## config.mk

```make
export PLATFORM = sky130hd
export DESIGN_NAME = lut_neuron_table_loader
export DESIGN_NICKNAME = d
export VERILOG_FILES = /design/src/rtl/lut_neuron_pkg.sv /design/src/rtl/lut_neuron_bank.sv /design/src/rtl/lut_neuron_table_loader.sv
export SDC_FILE = /design/constraint.sdc
export NUM_CORES = 1
export LEC_CHECK = 0
export ABC_AREA = 1
export ABC_CLOCK_PERIOD_IN_PS = 1800
export CAP_MARGIN = 10
export CORE_UTILIZATION = 60
export DETAILED_ROUTE_END_ITERATION = 6
export PLACE_DENSITY = 0.77
export SLEW_MARGIN = 20
export SYNTH_ARGS = -nofsm -noshare
export SYNTH_HDL_FRONTEND = slang
export SYNTH_SLANG_ARGS = --single-unit
```

## constraint.sdc

```tcl
create_clock -name clk -period 1.8 [get_ports clk]
set_input_delay 0.36 -clock clk [delete_from_list [all_inputs] [get_ports clk]]
set_output_delay 0.36 -clock clk [all_outputs]
set_load 0.02 [all_outputs]
```

## src/rtl/lut_neuron_pkg.sv

```systemverilog
// Shared defaults, derived-size helpers and FSM encoding for the LUT neuron loader.
package lut_neuron_pkg;

  localparam int IN_BITS_DEF  = 6;
  localparam int OUT_BITS_DEF = 2;
  localparam int WORD_W_DEF   = 8;

  // Entries carried by one load-stream word.
  function automatic int calc_epw(input int word_w, input int out_bits);
    return word_w / out_bits;
  endfunction

  // Words needed to cover the whole table.
  function automatic int calc_nw(input int in_bits, input int epw);
    return (1 << in_bits) / epw;
  endfunction

  typedef enum logic [1:0] {
    ST_IDLE   = 2'd0,
    ST_LOAD   = 2'd1,
    ST_COMMIT = 2'd2
  } state_e;

endpackage

```

## src/rtl/lut_neuron_bank.sv

```systemverilog
// One truth-table bank: word-wide write of EPW entries per cycle, async entry read.
// Latency: read is combinational. Backpressure: none; writes land whenever we is high.
module lut_neuron_bank #(
  parameter int IN_BITS  = 6,
  parameter int OUT_BITS = 2,
  parameter int EPW      = 4,
  parameter int WA       = 4
) (
  input  logic                    clk,
  input  logic                    rst_n,
  input  logic                    we,
  input  logic [WA-1:0]           waddr,
  input  logic [EPW*OUT_BITS-1:0] wdata,
  input  logic [IN_BITS-1:0]      raddr,
  output logic [OUT_BITS-1:0]     rdata
);

  localparam int DEPTH = 2 ** IN_BITS;

  logic [DEPTH-1:0][OUT_BITS-1:0] mem;

  always_ff @(posedge clk or negedge rst_n) begin
    if (!rst_n) begin
      mem <= '0;
    end else if (we) begin
      for (int j = 0; j < EPW; j++) begin
        mem[IN_BITS'(int'(waddr) * EPW + j)] <= wdata[j*OUT_BITS +: OUT_BITS];
      end
    end
  end

  assign rdata = mem[raddr];

endmodule

```

## src/rtl/lut_neuron_table_loader.sv

```systemverilog
// Double-buffered runtime-loadable neuron LUT: streams a table into the shadow bank, swaps on completion.
// Latency: lookup M0 -> M1 is 1 clock. Backpressure: s_ready high only in LOAD; lookups never stall.
module lut_neuron_table_loader
  import lut_neuron_pkg::*;
#(
  parameter int IN_BITS  = IN_BITS_DEF,
  parameter int OUT_BITS = OUT_BITS_DEF,
  parameter int WORD_W   = WORD_W_DEF
) (
  input  logic                clk,
  input  logic                rst_n,
  input  logic                load_start,
  input  logic [WORD_W-1:0]   s_data,
  input  logic                s_valid,
  output logic                s_ready,
  output logic                load_done,
  output logic                busy,
  input  logic [IN_BITS-1:0]  M0,
  output logic [OUT_BITS-1:0] M1
);

  localparam int EPW = calc_epw(WORD_W, OUT_BITS);
  localparam int NW  = calc_nw(IN_BITS, EPW);
  localparam int CW  = (NW > 1) ? $clog2(NW) : 1;
  localparam logic [CW-1:0] LAST = CW'(NW - 1);

  state_e                state;
  logic [CW-1:0]         wcnt;
  logic                  sel;
  logic                  wr_ok;
  logic [OUT_BITS-1:0]   rd0;
  logic [OUT_BITS-1:0]   rd1;

  assign s_ready = (state == ST_LOAD);
  assign busy    = (state != ST_IDLE);
  // A restart in the same cycle as a transfer discards that word.
  assign wr_ok   = s_ready & s_valid & ~load_start;

  lut_neuron_bank #(
    .IN_BITS (IN_BITS),
    .OUT_BITS(OUT_BITS),
    .EPW     (EPW),
    .WA      (CW)
  ) u_bank0 (
    .clk  (clk),
    .rst_n(rst_n),
    .we   (wr_ok & sel),
    .waddr(wcnt),
    .wdata(s_data),
    .raddr(M0),
    .rdata(rd0)
  );

  lut_neuron_bank #(
    .IN_BITS (IN_BITS),
    .OUT_BITS(OUT_BITS),
    .EPW     (EPW),
    .WA      (CW)
  ) u_bank1 (
    .clk  (clk),
    .rst_n(rst_n),
    .we   (wr_ok & ~sel),
    .waddr(wcnt),
    .wdata(s_data),
    .raddr(M0),
    .rdata(rd1)
  );

  always_ff @(posedge clk or negedge rst_n) begin
    if (!rst_n) begin
      state     <= ST_IDLE;
      wcnt      <= '0;
      sel       <= 1'b0;
      load_done <= 1'b0;
      M1        <= '0;
    end else begin
      load_done <= (state == ST_COMMIT);
      M1        <= sel ? rd1 : rd0;
      case (state)
        ST_IDLE: begin
          if (load_start) begin
            state <= ST_LOAD;
            wcnt  <= '0;
          end
        end
        ST_LOAD: begin
          if (load_start) begin
            wcnt <= '0;
          end else if (s_valid) begin
            if (wcnt == LAST) state <= ST_COMMIT;
            else              wcnt  <= wcnt + 1'b1;
          end
        end
        ST_COMMIT: begin
          sel   <= ~sel;
          state <= ST_IDLE;
        end
        default: state <= ST_IDLE;
      endcase
    end
  end

endmodule

```

==> summary.md <==
| Metric | Value |
|---|---|
| Residual DRC | 0 |
| Starting Density | 61.5% |
| Max-Cap Viols | 0 |
| Adder-Cell Fraction of Synth Area | 0.432% |
| Largest net degree at the start of global routing | 57 |
| Class of the worst hold path | in2async |
| Total power | 13.4 mW |
| Min setup slack post-route | 0.0419 ns |
| Pre-CTS setup slack | -0.161 ns |
| Final period util | 97.7% |
| Syn. warnings | 0 |
| Die area | 19,900 µm² |
| CTS Buf Count | 28 |
| Vias in the first global route | 8,419 |
| CP endpoint kind | output pin |
| Final nets | 1,259 |
| R2R depth | 7 |
| 1st-pass router iterations | 6 |
| Clk slew on worst S/H paths | 0.06 ns |
| Final hold violations | 0 |
| Post-Synth XOR/XNOR Area | 0.0756% |
| Standby leakage power | 6.19 nW |
| Bufs on Longest Clock Path | 3 |
| Site Rows | 50 |
| Sequential area share after synthesis | 57.5% |
| Fraction of layout cells with a size suffix above 1 | 10.5% |
| Routed length per instance | 16.9 µm |
| Slew HR | 71.1% |
| Post-DRT Antenna Nets | 0 |
| Commonest non-fill, non-tap cells in the layout | nand2_1 (431), dfrtp_1 (265), nand3_1 (235), o21ai_1 (116), buf_4 (33) |
| Placer Congestion | 0.858 |
| Vias | 8,395 |
| Pins over their slew limit | 0 |
| Area Growth Syn to Fin | 9.54% |
| FF-to-FF setup slack | 0.22 ns |
| Most common cell after layout, fill and taps aside | nand2_1 |
| Synthesized Nets | 1,362 |
| Initial DRC count | 744 |
| Post-Route WL | 25.6 mm |
| Clock Latency Late Sink | 0.53 ns |
| Yosys top cell by area | dfrtp_1 |
| Worst path required time | 1.44 ns |
| H-tree Lvls | 1 |
| Initial antenna violation count | 0 |
| Maximum fanout along the worst path | 5 |
| Critical Path Start Type | register |
| Status | finished, final reports clean |
| Final Skew | 0.0134 ns |
| CTS root buf | clkbuf_16 |
| Clk sink count | 266 |
| # Post-CTS Setup Buffers | 0 |
| Largest family of logic cells by synthesized area | simple AND/OR/NAND/NOR gates |
| Worst ir drop on vdd | 0.935 mV |
| Grt total ovfl | 0 |
| ANT cells | 0 |
| RSZ-0062 raised after global routing | false |
| Final HPWL DP | 15.6 mm |
| Vias per Instance | 5.53 |
| Synthesized instance count | 1,340 |
| Synthesized flop and latch total | 266 |
| Crit Reg-Reg Startpoint | wcnt[0]$_DFFE_PN0P_ |
| Power per cell area | 1060 nW/µm² |
| Compound-Gate Fraction of Synth Area | 6.28% |
| Die width | 141 µm |
| Post-layout util | 67.4% |
| Post-synthesis simple-gate area fraction | 26.8% |
| Post-synth cell types | 25 |
| Core area | 18,800 µm² |
| Number of I/O pins | 23 |
| Kind of critical path | reg2out |
| Worst reg2reg path endpoint | u_bank0.mem[37]$_DFFE_PN0P_ |
| CTS tree | done |
| Min cycle time layout | 1.76 ns |
| Mapped Area | 11,600 µm² |
| Synth top area cells | dfrtp_1 (57%), nand2_1 (14%), nand3_1 (10%) |
| Avg Synthesized Cell Area | 8.64 µm² |
| IO Port Bufs | 22 |
| F_max | 569 MHz |
| Die Ht | 141 µm |
| First-pass GRT wire length | 42.6 mm |
| GRT Total Usage | 27.2% |
| Data arrival, critical path | 1.40 ns |
| Setup-failing EPs final | 0 |
| Share of the synthesized area in the top cell type | 57.5% |
| Mux contribution to synthesized area | 0% |
| Worst Max-Slew Pin Slew | 0.433 ns |
what timing repair did:
| action | 4_1_cts | 5_1_grt |
|---|---|---|
| resized for setup | 10 | 1 |
| hold buffers | 1 | 0 |
| hold endpoints to repair | 41 | 0 |
| pin swaps | 0 | 0 |
| endpoints found under the setup margin | 5 | 1 |
cells by family (layout without fill, tap and decap cells):
family / Yosys count / in the layout
AOI/OAI and AO/OA: 135 / 135
xor gates and xnor gates: 1 / 1
adders and majority gates: 4 / 4
buffers and inverters: 232 / 149
DFF: 266 / 266
and+or+nand+nor: 702 / 702
synthesized netlist by cell type:
cell,count
buf_2,36
a221oi_1,1
o21ai_2,12
ha_1,4
dfrtp_1,266
nand3_1,235
o21ai_0,3
clkbuf_1,149
nand2_1,431
buf_6,16
o22ai_1,2
a21oi_1,1
buf_1,3
inv_1,26
nor2_4,1
nor3_1,1
nor2_8,2
xor2_1,1
nand2_4,17
nand4_1,1
inv_2,1
nor2_1,13
clkinv_2,1
o21ai_1,116
nand2_2,1
worst max-delay path: stages, from the launching register on:
cell	delay, ns
dfrtp_2	0.45
inv_1	0.09
nand2_1	0.07
clkdlybuf4s15_2	0.26
metal layers:
layer | vias up | wire length (µm) | GRT usage (%)
met4 | 0 | 807 | 9.27
met5 | - | 0 | 0
met2 | 286 | 12000 | 43.9
met1 | 3992 | 11200 | 37.5
li1 | 4045 | - | -
met3 | 72 | 1630 | 4.82
cell type report:
cell class | count | area (µm²)
Inverter | 28 | 108
Clock buffer | 43 | 838
Fill cell | 1481 | 6140
Sequential cell | 266 | 6660
Tap cell | 260 | 325
Clock inverter | 7 | 88.8
Timing Repair Buffer | 71 | 781
Multi-Input combinational cell | 842 | 3890
metrics by stage:
step,std cells,hold WS [ns],instance area (µm²),setup TNS [ns]
after floorplan,1340,0.0644,11600,0
after global placement,1466,0.239,11800,-0.281
after detailed placement,1466,0.239,11800,-0.312
after CTS,1517,0.288,12700,0
after global routing,1517,0.290,12700,0
final,1517,0.286,12700,0
worst max-delay path by stage:
stage          slack [ns]                           to  cells after the start            startpoint
2_1_floorplan        0.18  u_bank1.mem[15]$_DFFE_PN0P_                      9  state[1]$_DFFE_PN0P_
3_3_place_gp        -0.15              M1[1]$_DFF_PN0_                     10                 M0[2]
3_5_place_dp        -0.16              M1[0]$_DFF_PN0_                     10                 M0[2]
4_1_cts              0.03                      s_ready                      2  state[1]$_DFFE_PN0P_
5_1_grt             0.008                         busy                      3  state[1]$_DFFE_PN0P_
6_report             0.04                         busy                      3  state[1]$_DFFE_PN0P_
state kept, by name (all words and copies together) (netlist names):
signal	count
u_bank0.mem	128
u_bank1.mem	128
wcnt	4
M1	2
state	2
load_done	1
sel	1
report_power, final:
part	internal [mW]	switching, mW	total [mW]
combinational	0.469	0.829	1.30
clock	3.47	2.25	5.72
sequential	6.24	0.150	6.39
total	10.2	3.23	13.4
(Power assumes the default switching activity.)
==> edit, RTL diff (config.mk and constraints unchanged) <==
`WORD_W_DEF`: 8 -> 16.
--- a/src/rtl/lut_neuron_pkg.sv
+++ b/src/rtl/lut_neuron_pkg.sv
@@ -4,5 +4,5 @@
   localparam int IN_BITS_DEF  = 6;
   localparam int OUT_BITS_DEF = 2;
-  localparam int WORD_W_DEF   = 8;
+  localparam int WORD_W_DEF   = 16;
 
   // Entries carried by one load-stream word.
Ports: changed (resized s_data); port bits go from 23 to 31. No check against the original RTL was run, so the function may have changed too.
==> edit against the unedited design <==
  * Total power up 2.3%
  * Core utilization up 0.22 points
  * Wire length down 2.4%
  * Synthesized area down 0.94%
  * Worst hold slack better by 0.060 ns
  * First-iteration DRC count up 1.5%
  * Final area down 0.35%
  * Global-route usage down 0.28 points
  * Sequential cell count down 1
  * Setup slack worse by 0.0015 ns
==> edit: results (changes against the unedited design) <==
INFO  outcome        outcome=completed
INFO  finish         finish.utilization=0.676 [+0.00217]
INFO  critical_path  worstRegToRegCells=8 [+1]
INFO  timing         timing.fmax=568MHz [about the same]
INFO  grt            gr_layer_usage_met1=0.377 [+0.00204]
INFO  pwr            p_leak=0.00608µW [-1.8%]
INFO  pwr            p_clk=5830µW [+2%]
INFO  pwr            power.ir.vdd_worst=0.829mV [-11%]
INFO  pwr            combinationalPowerShare=0.099 [+0.002]
INFO  logic_synthesis yosys.area_share.adder=0.00327 [-0.00105]
INFO  drt            num_vias=8273 [-1.5%]
INFO  drt            routedLengthMet1=10800µm [-3.1%]
INFO  critical_path  critical_path.reg2reg.endpoint=wcnt[2]$_DFFE_PN0P_
INFO  logic_synthesis synthesis.area_per_instance=8.68µm² [+0.41%]
INFO  logic_synthesis synth_cell_types=24 [-4.0%]
INFO  grt            first_global_vias=8101 [-3.8%]
INFO  place          place.detailed.hpwl=16200µm [+4.4%]
INFO  place          post_dp_cell_area=11700µm² [-0.73%]
INFO  finish         fillerInstances=1430 [-3.4%]
INFO  grt            grt_start_max_net_pins=72 [+26%]
INFO  drt            dr_wl_met2=12100µm [+0.99%]
INFO  pwr            switching_power=3310µW [+2.7%]
INFO  finish         post_route_cells_drive_above_1_share=0.100 [-0.00477]
INFO  drt            drt_pre_antenna_iters=5 [-1]
INFO  drt            wl_per_cell=16.9µm [about the same]
INFO  logic_synthesis syn-num-nets=1351 [-0.81%]
INFO  logic_synthesis synth-seq-area-share=0.578 [+0.00327]
INFO  grt            grt_use_met2=0.439 [about the same]
INFO  clocking       numCtsBuffers=26 [-7.1%]
INFO  critical_path  critPathMaxFanout=3 [-2]
INFO  critical_path  regToRegStartpoint=wcnt[1]$_DFFE_PN0P_
INFO  drt            post_drt_via_cell_ratio=5.59 [+0.94%]
INFO  timing         timing.hold.ws=0.346ns [+0.0601 ns]
INFO  finish         nNetsFinal=1257 [-0.16%]
INFO  grt            grt.met3_usage=0.0359 [-0.0123]
INFO  critical_path  rrSetupSlack=0.07ns [-0.15 ns]
INFO  timing         max_slew.worst_pin.slew=0.498ns [+0.0647 ns]
INFO  place          globalplace.congestion=0.860 [+0.33%]
INFO  logic_synthesis synth-xor-area-share=0.000763 [+0.00000717]
## edit: changes by cell type after synthesis, sizes merged, moves of 2 or more
cell	delta
clkbuf	-9
o22ai	-2
buf	+11
nand3	+7
nand2	-19
inv	+4
nor2	-12
nor3	+4
## edit: worst max path at each step
stage / start / end / cells past startpoint
after floorplan: wcnt[0]$_DFFE_PN0P_ / wcnt[2]$_DFFE_PN0P_ / 8
after global placement: M0[2] / M1[0]$_DFF_PN0_ / 11
after detailed placement: M0[2] / M1[0]$_DFF_PN0_ / 11
after CTS: wcnt[1]$_DFFE_PN0P_ / wcnt[2]$_DFFE_PN0P_ / 8
after global routing: wcnt[1]$_DFFE_PN0P_ / wcnt[2]$_DFFE_PN0P_ / 8
final: state[1]$_DFFE_PN0P_ / busy / 3
## edit: final cells by class
type                            count  area share
Tap cell                          234      0.0232
Timing Repair Buffer               84      0.0770
Clock buffer                       35      0.0605
Multi-Input combinational cell    820       0.292
Inverter                           31     0.00930
Clock inverter                     12      0.0139
Sequential cell                   265       0.525
